<file path="config.mk">
export PLATFORM = sky130hd
export DESIGN_NAME = turn_signal_ctrl
export DESIGN_NICKNAME = d
export VERILOG_FILES = /design/src/rtl/turn_signal_ctrl.sv
export SDC_FILE = /design/constraint.sdc
export NUM_CORES = 1
export LEC_CHECK = 0
export CAP_MARGIN = 0
export CORE_MARGIN = 3
export CORE_UTILIZATION = 53
export DETAILED_ROUTE_END_ITERATION = 7
export PLACE_DENSITY = 0.75
export REMOVE_ABC_BUFFERS = 1
export SYNTH_ARGS = -nofsm -noshare
export SYNTH_HDL_FRONTEND = slang
export SYNTH_SLANG_ARGS = --single-unit
export TNS_END_PERCENT = 20
</file>
<file path="constraint.sdc">
create_clock -name CLOCK_50 -period 1.7 [get_ports CLOCK_50]
set_input_delay 0.255 -clock CLOCK_50 [delete_from_list [all_inputs] [get_ports CLOCK_50]]
set_output_delay 0.255 -clock CLOCK_50 [all_outputs]
set_load 0.005 [all_outputs]
</file>
<file path="src/rtl/turn_signal_ctrl.sv">
// turn_signal_ctrl: sequential turn-signal and hazard lamp controller.
//
// Ports:
//   CLOCK_50    in   single clock; all state changes on its rising edge
//   RESET       in   asynchronous, active-high reset
//   SW_LEFT     in   left turn request (asynchronous level)
//   SW_RIGHT    in   right turn request (asynchronous level)
//   SW_HAZARD   in   hazard request (asynchronous level)
//   LEFT_LAMP   out  left bank, bit0 innermost, 1 = lit (registered)
//   RIGHT_LAMP  out  right bank, bit0 innermost, 1 = lit (registered)
//   BUSY        out  1 whenever the sequencer is not idle (registered)
//
// TICK_DIV is the number of clock cycles per sequence step (minimum 2).
module turn_signal_ctrl #(
  parameter int unsigned TICK_DIV = 12500000
) (
  input  logic       CLOCK_50,
  input  logic       RESET,
  input  logic       SW_LEFT,
  input  logic       SW_RIGHT,
  input  logic       SW_HAZARD,
  output logic [2:0] LEFT_LAMP,
  output logic [2:0] RIGHT_LAMP,
  output logic       BUSY
);

  localparam int unsigned CntW = $clog2(TICK_DIV);
  localparam logic [CntW-1:0] CntMax = CntW'(TICK_DIV - 1);

  typedef enum logic [3:0] {
    StIdle, StL1, StL2, StL3, StLGap, StR1, StR2, StR3, StRGap, StHon, StHoff
  } state_e;

  // Two-stage synchronizers, bit order {hazard, right, left}
  logic [2:0] sync_q1;
  logic [2:0] sync_q2;

  logic [CntW-1:0] cnt_q;
  logic [CntW-1:0] cnt_d;
  state_e          state_q;
  state_e          state_d;
  logic [2:0]      left_q;
  logic [2:0]      right_q;
  logic            busy_q;

  logic sync_l;
  logic sync_r;
  logic sync_h;
  logic hz;
  logic tick;

  assign sync_l = sync_q2[0];
  assign sync_r = sync_q2[1];
  assign sync_h = sync_q2[2];
  // Both directions at once behave exactly like a hazard request
  assign hz     = sync_h | (sync_l & sync_r);
  assign tick   = (cnt_q == CntMax);

  always_comb begin
    state_d = state_q;
    if (state_q == StIdle) begin
      // Idle exits are checked every cycle, not just on a tick
      if (hz) begin
        state_d = StHon;
      end else if (sync_l) begin
        state_d = StL1;
      end else if (sync_r) begin
        state_d = StR1;
      end
    end else if (tick) begin
      if (hz) begin
        state_d = (state_q == StHon) ? StHoff : StHon;
      end else begin
        case (state_q)
          StL1:    state_d = sync_l ? StL2   : StIdle;
          StL2:    state_d = sync_l ? StL3   : StIdle;
          StL3:    state_d = sync_l ? StLGap : StIdle;
          StLGap:  state_d = sync_l ? StL1   : StIdle;
          StR1:    state_d = sync_r ? StR2   : StIdle;
          StR2:    state_d = sync_r ? StR3   : StIdle;
          StR3:    state_d = sync_r ? StRGap : StIdle;
          StRGap:  state_d = sync_r ? StR1   : StIdle;
          default: state_d = StIdle;
        endcase
      end
    end
  end

  // Counter sits at 0 in idle, so every idle exit starts a full step
  always_comb begin
    if (state_q == StIdle || tick) begin
      cnt_d = '0;
    end else begin
      cnt_d = cnt_q + 1'b1;
    end
  end

  always_ff @(posedge CLOCK_50 or posedge RESET) begin
    if (RESET) begin
      sync_q1 <= '0;
      sync_q2 <= '0;
      cnt_q   <= '0;
      state_q <= StIdle;
      left_q  <= '0;
      right_q <= '0;
      busy_q  <= 1'b0;
    end else begin
      sync_q1 <= {SW_HAZARD, SW_RIGHT, SW_LEFT};
      sync_q2 <= sync_q1;
      cnt_q   <= cnt_d;
      state_q <= state_d;
      // Lamps are decoded from the next state so they change with the state register
      busy_q  <= (state_d != StIdle);
      case (state_d)
        StL1:    begin left_q <= 3'b001; right_q <= 3'b000; end
        StL2:    begin left_q <= 3'b011; right_q <= 3'b000; end
        StL3:    begin left_q <= 3'b111; right_q <= 3'b000; end
        StR1:    begin left_q <= 3'b000; right_q <= 3'b001; end
        StR2:    begin left_q <= 3'b000; right_q <= 3'b011; end
        StR3:    begin left_q <= 3'b000; right_q <= 3'b111; end
        StHon:   begin left_q <= 3'b111; right_q <= 3'b111; end
        default: begin left_q <= 3'b000; right_q <= 3'b000; end
      endcase
    end
  end

  assign LEFT_LAMP  = left_q;
  assign RIGHT_LAMP = right_q;
  assign BUSY       = busy_q;

endmodule

</file>
==> run summary, run 1 <==
outcome: finished with violations
failing checks: setup timing
Final WS setup: -0.318 ns
mux contribution to synthesized area: 0.0115
total CTS buffers: 5
Synth Instances: 203
GR met2 Demand/Resource: 0.367
crit start category: register
Yosys cell types: 55
largest family of logic cells by synthesized area: simple AND/OR/NAND/NOR gates
fraction of layout cells with a size suffix above 1: 0.426
Die H: 70.2 um
most frequent cells in the layout: 52 x buf_4, 36 x dfrtp_1, 27 x nor2_1, 18 x xor2_1, 13 x nand2_1
largest net degree at the start of global routing: 42
Final nets: 276
met1 Usage GRT: 0.263
number of synthesized flops with an enable pin: 0
final WL: 5800 um
clock latency on the worst-skew pair: 0.30 ns
GPL Wtd Cong: 0.941
Top FF cell, synth: dfrtp_1
Max stage delay on crit path: 0.47 ns
ant diodes: 0
DR DRC count: 0
global routing's busiest layer: met2
Max stage delay cell, worst path: dfrtp_2
WL per Instance: 18.3 um
remaining antenna violation count: 0
Finish-stage setup viols: 13
Area Growth Syn to Fin: 38.5%
CTS tree: yes
leading area contributor after synthesis: dfrtp_1
worst slack at placement: -0.287 ns
initial antenna violation count: 0
number of synthesized register bits: 41
critical path type: register to register
adder-cell share of the synthesized area: 0.00573
clock slew seen by the registers of the worst setup and hold paths: 0.08 ns
slew margin rel.: 0.710
cell row count: 22
Final Critical Period: 2.02 ns
Fin. Hold Viols: 0
Mapped Area: 2180 um^2
drt pass-1 iters: 7
Final Max Slew Viols: 0
number of global-route vias before repair: 1902
average cell area after synthesis: 10.7 um^2
Max Clk Rate: 496 MHz
Vias/cell: 5.85
Clock Tree Buf Depth: 2
number of buffers added on ports: 11
initial DRC count: 127
worst hold path type: input port to asynchronous set/reset pin
endpoint class of the critical path: register
Synth area leaders: dfrtp_1 47%, xor2_1 7.2%, nor2_1 4.6%
io pins: 12
Compound-Gate Fraction of Synth Area: 0.0946
simple-gate share of the synthesized area: 0.290
Root Driver: clkbuf_8
crit path DAT: 2.23 ns
maxcap violations: 0
Filler cells: 207
Max VDD drop: 787 uV
Clock Sink Count: 41
RSZ-0062 raised after global routing: true
worst-path cell chain: buf_2 -> nand2_1 -> a2bb2oi_1 -> o221ai_2 -> a211oi_4 -> nand3b_1 -> o21ai_1
core area: 3830 um^2
Post-Synth XOR/XNOR Area: 0.0923
Worst Path Max Fanout: 6
post-synthesis sequential area ratio: 0.470
via count: 1859
final instance area: 3020 um^2
met3 global-route usage: 0.0561
starting density of the core: 0.570
Global Route Usage Sum: 0.215
most common cell after layout, fill and taps aside: buf_4
first-pass GRT wire length: 8480 um
dpl hpwl: 3520 um
Synth Warn #: 0
period utilization: 1.19
Tightest Pin Transition: 0.433 ns
asr flop ratio synth: 1.00
Power Density: 1160 nW/um^2
H-tree depth: 2
dpl cell area: 2680 um^2
Horiz. Die Dim: 70.2 um
Pleak: 1.35 nW
CP required: 1.91 ns
Overflow after GRT: 0
share of the synthesized area in the top cell type: 0.470
Final Skew: 0.00926 ns
die area: 4920 um^2
## routing by layer
layer | share of wire | vias up
met3 | 0.041 | 17
met4 | 0.022 | 0
li1 | - | 846
met2 | 0.52 | 58
met1 | 0.42 | 938
met5 | 0 | -
## worst paths after layout
check                           cells past startpoint  slack (ns)             to       start
worst max-delay path                                7       -0.32  RIGHT_LAMP[0]  state_q[1]
worst min-delay path                                3        0.33      cnt_q[23]       RESET
worst max register to register                      7       -0.32  RIGHT_LAMP[0]  state_q[1]
worst min register to register                      0        0.35     sync_q2[0]  sync_q1[0]
max in group asynchronous                           3        1.16     state_q[0]       RESET
min in group CLOCK_50                               0        0.35     sync_q2[0]  sync_q1[0]
## power breakdown
group          switching, mW  internal, mW
logic                  0.683         0.797
clock network          0.322         0.322
registers              0.191          1.18
## cell type report
type	count	area (um^2)	area share
Tap cell	48	60.1	0.0199
Timing Repair Buffer	68	559	0.185
Multi-Input combinational cell	150	1270	0.420
Inverter	4	15.0	0.00497
Clock buffer	7	86.3	0.0286
Sequential cell	41	1030	0.341
## metrics by stage
stage / hold slack (ns) / power, mW / instances / TNS (ns) / utilization
floorplan: 0.286 / 1.97 / 195 / -9.76 / -
global placement: 0.334 / 2.52 / 304 / -0.950 / 0.699
detailed placement: 0.335 / 2.59 / 304 / -1.85 / 0.699
CTS: 0.351 / 3.29 / 312 / -0.988 / 0.743
global route: 0.356 / 3.70 / 318 / -3.32 / 0.790
finish: 0.332 / 3.49 / 318 / -2.20 / 0.790
## worst max-delay path: cells and delay by family, from the launching register on
family	cells	cell delay, ns
flip-flops	1	0.47
AND/OR/NAND/NOR	2	0.32
AO/OA/AOI/OAI	4	0.96
buffers and inverters	1	0.19
## synth_stat cells (3+ instances only)
master and n:
and3_1 5, and4_1 4, buf_2 3, buf_6 3, dfrtp_1 41, inv_1 4
nand2_1 14, nand2b_1 3, nand3_1 8, nand3b_1 4, nand4_1 6, nor2_1 27
nor2b_1 3, nor3b_1 3, nor4b_1 3, o21ai_0 4, o21ai_1 4, xnor2_1 5
xor2_1 18
## flip-flops by register name, summed over array words and instances, names as in the netlist
name,count
cnt_q,24
RIGHT_LAMP,3
state_q,4
BUSY,1
sync_q2,3
sync_q1,3
LEFT_LAMP,3
## logic make-up (layout without fill, tap and decap cells)
family / after synthesis / count (layout)
AOI/OAI and AO/OA: 23 / 23
xor gates and xnor gates: 23 / 23
adders and majority gates: 1 / 1
buffers and inverters: 12 / 79
DFF: 41 / 41
muxes: 2 / 2
and+or+nand+nor: 101 / 101
## repair_timing
action | 4_1_cts | 5_1_grt
buffers inserted | 1 | 6
gates resized for setup | 18 | 30
hold buffers | 0 | 0
pin swaps | 5 | 15
endpoints found under the hold margin | 0 | 0
setup endpoints to repair | 12 | 32
(Power assumes the default switching activity.)
==> run 2: changes to the inputs <==
Settings changed: CORE_MARGIN 3 to 2.
==> run summary, run 2 (synthesis gave the netlist of run 1 again) <==
outcome: finished with violations
failing checks: setup timing
clock slew seen by the registers of the worst setup and hold paths: 0.08 ns
initial antenna violation count: 0
fraction of layout cells with a size suffix above 1: 0.386
endpoint class of the critical path: register
Biggest register: cnt_q
area of the multi-input gates: 1170 um^2
Root Driver: clkbuf_8
Overflow after GRT: 0
period utilization: 1.14
starting density of the core: 0.549
Largest regs: cnt_q (24), state_q (4)
die area: 4650 um^2
Max stage delay on crit path: 0.42 ns
worst slack at placement: -0.197 ns
worst hold path type: input port to asynchronous set/reset pin
Post-CTS Hold Fix Bufs: 0
Max stage delay cell, worst path: dfrtp_1
GPL Wtd Cong: 0.815
Tightest Pin Transition: 0.562 ns
Max VDD drop: 744 uV
Area Growth Syn to Fin: 36.7%
Sw Share: 0.309
dpl hpwl: 3170 um
Final Skew: 0.00936 ns
Global Route Usage Sum: 0.229
Storage cell area: 1030 um^2
most frequent cells in the layout: 53 x buf_4, 37 x dfrtp_1, 27 x nor2_1, 18 x xor2_1, 13 x nand2_1
internal power: 2.47 mW
Horiz. Die Dim: 68.2 um
crit start category: register
io pins: 12
Die H: 68.2 um
CTS tree: yes
final WL: 4750 um
Vias/cell: 5.40
Max Clk Rate: 517 MHz
CP required: 1.86 ns
Power Total: 3.57 mW
Pleak: 1.35 nW
H-tree depth: 2
remaining antenna violation count: 0
cell row count: 23
max FFs per register: 24
Worst Path Max Fanout: 4
total CTS buffers: 5
RSZ-0062 raised after global routing: true
drt pass-1 iters: 4
Final Max Slew Viols: 0
Final Critical Period: 1.93 ns
sequential power share: 0.375
DR DRC count: 0
Finish-stage setup viols: 9
clock latency on the worst-skew pair: 0.30 ns
crit path DAT: 2.10 ns
Final WS setup: -0.234 ns
first-pass GRT wire length: 7940 um
CP bufs+invs: 0
via count: 1739
Clock Sink Count: 41
number of global-route vias before repair: 1717
largest net degree at the start of global routing: 42
initial DRC count: 116
worst-path cell chain: nor4_4 -> nand4_4 -> nor2_4 -> mux2_4 -> nor2_4 -> nand3b_1
Power Density: 1200 nW/um^2
clock network fraction of total power: 0.228
Final nets: 277
critical path type: register to register
Comb power frac: 0.397
maxcap violations: 0
core area: 3970 um^2
Clock Tree Buf Depth: 2
most numerous cell on the critical path: nor2_4
ant diodes: 0
number of buffers added on ports: 11
Largest delay share family, worst path: simple AND/OR/NAND/NOR gates
switching pwr: 1.10 mW
WL per Instance: 14.8 um
Fin. Hold Viols: 0
most common cell after layout, fill and taps aside: buf_4
Filler cells: 256
slew margin rel.: 0.624
==> run 2: changes by cell type in the layout (fill, tap and decap cells not counted), sizes merged <==
cell	before	now
bufinv	0	1
clkbuf	7	6
clkinvlp	0	1
buf	57	58
==> run 2: final cells by class <==
cell class / instances / share of cell area
Clock buffer: 6 / 0.0277
Tap cell: 50 / 0.0210
Inverter: 4 / 0.00503
Clock inverter: 2 / 0.0126
Multi-Input combinational cell: 150 / 0.393
Timing Repair Buffer: 69 / 0.195
Sequential cell: 41 / 0.346
==> run 2: metrics by stage <==
| stage | setup TNS (ns) | hold WS (ns) | instances | area (um^2) | util |
|---|---|---|---|---|---|
| after detailed placement | -1.31 | 0.335 | 308 | 2690 | 0.678 |
| final | -1.25 | 0.312 | 322 | 2980 | 0.751 |
| after global placement | -0.918 | 0.334 | 308 | 2690 | 0.678 |
| after floorplan | -9.76 | 0.286 | 195 | 2120 | - |
| after CTS | -0.972 | 0.325 | 319 | 2930 | 0.738 |
| after global routing | -2.86 | 0.339 | 322 | 2980 | 0.751 |
==> run 2: path summary, 6_finish.rpt <==
kind                                  from    endpoint  slack, ns  depth (start not counted)
min in group CLOCK_50           sync_q1[2]  sync_q2[2]       0.35                          0
worst max register to register   cnt_q[16]        BUSY      -0.23                          6
worst max-delay path             cnt_q[16]        BUSY      -0.23                          6
max in group asynchronous            RESET  sync_q2[1]       1.17                          3
worst min-delay path                 RESET   cnt_q[22]       0.31                          3
worst min register to register  sync_q1[2]  sync_q2[2]       0.35                          0
==> run 2: timing repair <==
| item | CTS | global route |
|---|---|---|
| setup buffers | 3 | 3 |
| setup endpoints to repair | 30 | 32 |
| pin swaps | 14 | 12 |
| gates resized for setup | 21 | 9 |
==> run 2: routing by layer <==
metal / up-vias / track usage / wire length, um
met2: 47 / 0.376 / 2360
met1: 843 / 0.307 / 2150
li1: 842 / - / -
met3: 7 / 0.0493 / 179
met4: 0 / 0.0600 / 60
met5: - / 0 / 0
==> run 2: worst reg2reg max path: stages (launching register included) <==
cell and delay (ns):
dfrtp_1 0.42, nor4_4 0.36, nand4_4 0.21, nor2_4 0.20
mux2_4 0.35, nor2_4 0.15, nand3b_1 0.11
==> run 2: power groups by stage <==
| stage | clock, mW | sequential (mW) | combinational [mW] |
|---|---|---|---|
| 6_report | 0.814 | 1.34 | 1.42 |
| 5_1_grt | 0.882 | 1.37 | 1.56 |
| 4_1_cts | 0.839 | 1.33 | 1.35 |
| 3_5_place_dp | 0 | 1.34 | 1.24 |
| 3_3_place_gp | 0 | 1.34 | 1.21 |
| 2_1_floorplan | 0 | 1.37 | 0.596 |
==> run 3: changes to the inputs <==
Settings changed: TNS_END_PERCENT 20 to not set.
==> run summary, run 3 (synthesis gave the netlist of run 1 again) <==
drt pass-1 iters: 7
Max VDD drop: 774 uV
io pins: 12
Final Max Slew Viols: 0
core area: 3970 um^2
starting density of the core: 0.549
most numerous cell on the critical path: nor2_4
total CTS buffers: 5
Fin. Hold Viols: 0
dpl hpwl: 3170 um
Final Critical Period: 1.94 ns
largest net degree at the start of global routing: 42
via count: 1750
outcome: finished with violations
number of buffers added on ports: 11
RSZ-0062 raised after global routing: true
dpl cell area: 2690 um^2
DR DRC count: 0
worst slack at placement: -0.197 ns
Max stage delay cell, worst path: dfrtp_1
Global Route Usage Sum: 0.229
clock slew seen by the registers of the worst setup and hold paths: 0.08 ns
most common cell after layout, fill and taps aside: buf_4
H-tree depth: 2
failing checks: setup timing
first-pass GRT wire length: 7940 um
crit start category: register
die area: 4650 um^2
Overflow after GRT: 0
Largest regs: cnt_q (24), state_q (4)
Clock Sink Count: 41
crit path DAT: 2.10 ns
worst-path cell chain: nor4_4 -> nand4_4 -> nor2_4 -> mux2_4 -> nor2_4 -> nand3b_1
Biggest register: cnt_q
Horiz. Die Dim: 68.2 um
CP required: 1.87 ns
post-layout util: 0.762
clock latency on the worst-skew pair: 0.30 ns
Die H: 68.2 um
max FFs per register: 24
number of global-route vias before repair: 1717
period utilization: 1.14
ant diodes: 0
slew margin rel.: 0.602
CTS tree: yes
most frequent cells in the layout: 54 x buf_4, 37 x dfrtp_1, 26 x nor2_1, 18 x xor2_1
critical path type: register to register
final instance area: 3030 um^2
Final nets: 279
Finish-stage setup viols: 15
Power Total: 3.58 mW
fraction of layout cells with a size suffix above 1: 0.412
WL per Instance: 15.1 um
Max stage delay on crit path: 0.41 ns
Post-CTS Hold Fix Bufs: 0
Clock Tree Buf Depth: 2
worst hold path type: input port to asynchronous set/reset pin
Final Skew: 0.00879 ns
GPL Wtd Cong: 0.815
Final WS setup: -0.236 ns
endpoint class of the critical path: register
Vias/cell: 5.40
Root Driver: clkbuf_8
initial DRC count: 69
Area Growth Syn to Fin: 38.6%
Power Density: 1180 nW/um^2
Tightest Pin Transition: 0.596 ns
placed cell count: 308
Finished Layout Cells: 324
maxcap violations: 0
initial antenna violation count: 0
final WL: 4880 um
Pleak: 1.35 nW
cell row count: 23
Max Clk Rate: 517 MHz
setup TNS: -1.66 ns
Worst Path Max Fanout: 4
remaining antenna violation count: 0
hold slack: 0.310 ns
==> run 3: cell count changes in the layout (fill, tap and decap cells not counted), moves of 2 or more <==
cell	delta
nand2_1	-2
nand2_2	+2
buf_6	+2
nand3_1	-2
==> run 3: final cells by class <==
class | count | area, um^2
clock inverter | 2 | 37.5
timing repair buffer | 71 | 592
clock buffer | 6 | 82.6
sequential | 41 | 1030
multi-input combinational | 150 | 1200
fill | 239 | 946
inverter | 4 | 15.0
tap | 50 | 62.6
==> run 3: critical path, delay by kind of cell, from the launching register on <==
kind | cells | cell delay (ns)
AND/OR/NAND/NOR | 5 | 1.04
flip-flops | 1 | 0.41
multiplexers | 1 | 0.35
==> run 3: repair_timing <==
item / in CTS / in global routing
pin swaps: 14 / 20
buffers inserted: 3 / 6
hold endpoints to repair: 0 / 0
gates resized for setup: 21 / 16
setup endpoints to repair: 30 / 32
==> run 3: worst paths after layout <==
path,from,to,slack (ns),cells after the start
min in group CLOCK_50,sync_q1[2],sync_q2[2],0.35,0
max reg2reg,cnt_q[16],BUSY,-0.24,6
min reg2reg,sync_q1[2],sync_q2[2],0.35,0
min,RESET,cnt_q[22],0.31,3
max,cnt_q[16],BUSY,-0.24,6
max in group asynchronous,RESET,sync_q2[1],1.17,3
==> run 3: metal layers <==
metal  global-route usage  wire, um  up-vias
li1                     -         -      853
met1                0.307      2150      846
met2                0.376      2460       40
met3               0.0493       158       11
met4               0.0600       106        0
met5                    0         0        -
==> run 3: report_power, final <==
group,switching (mW),internal (mW),leakage [nW]
registers,0.164,1.18,0.516
clock network,0.335,0.477,0.0574
logic,0.613,0.816,0.773
total,1.11,2.47,1.35
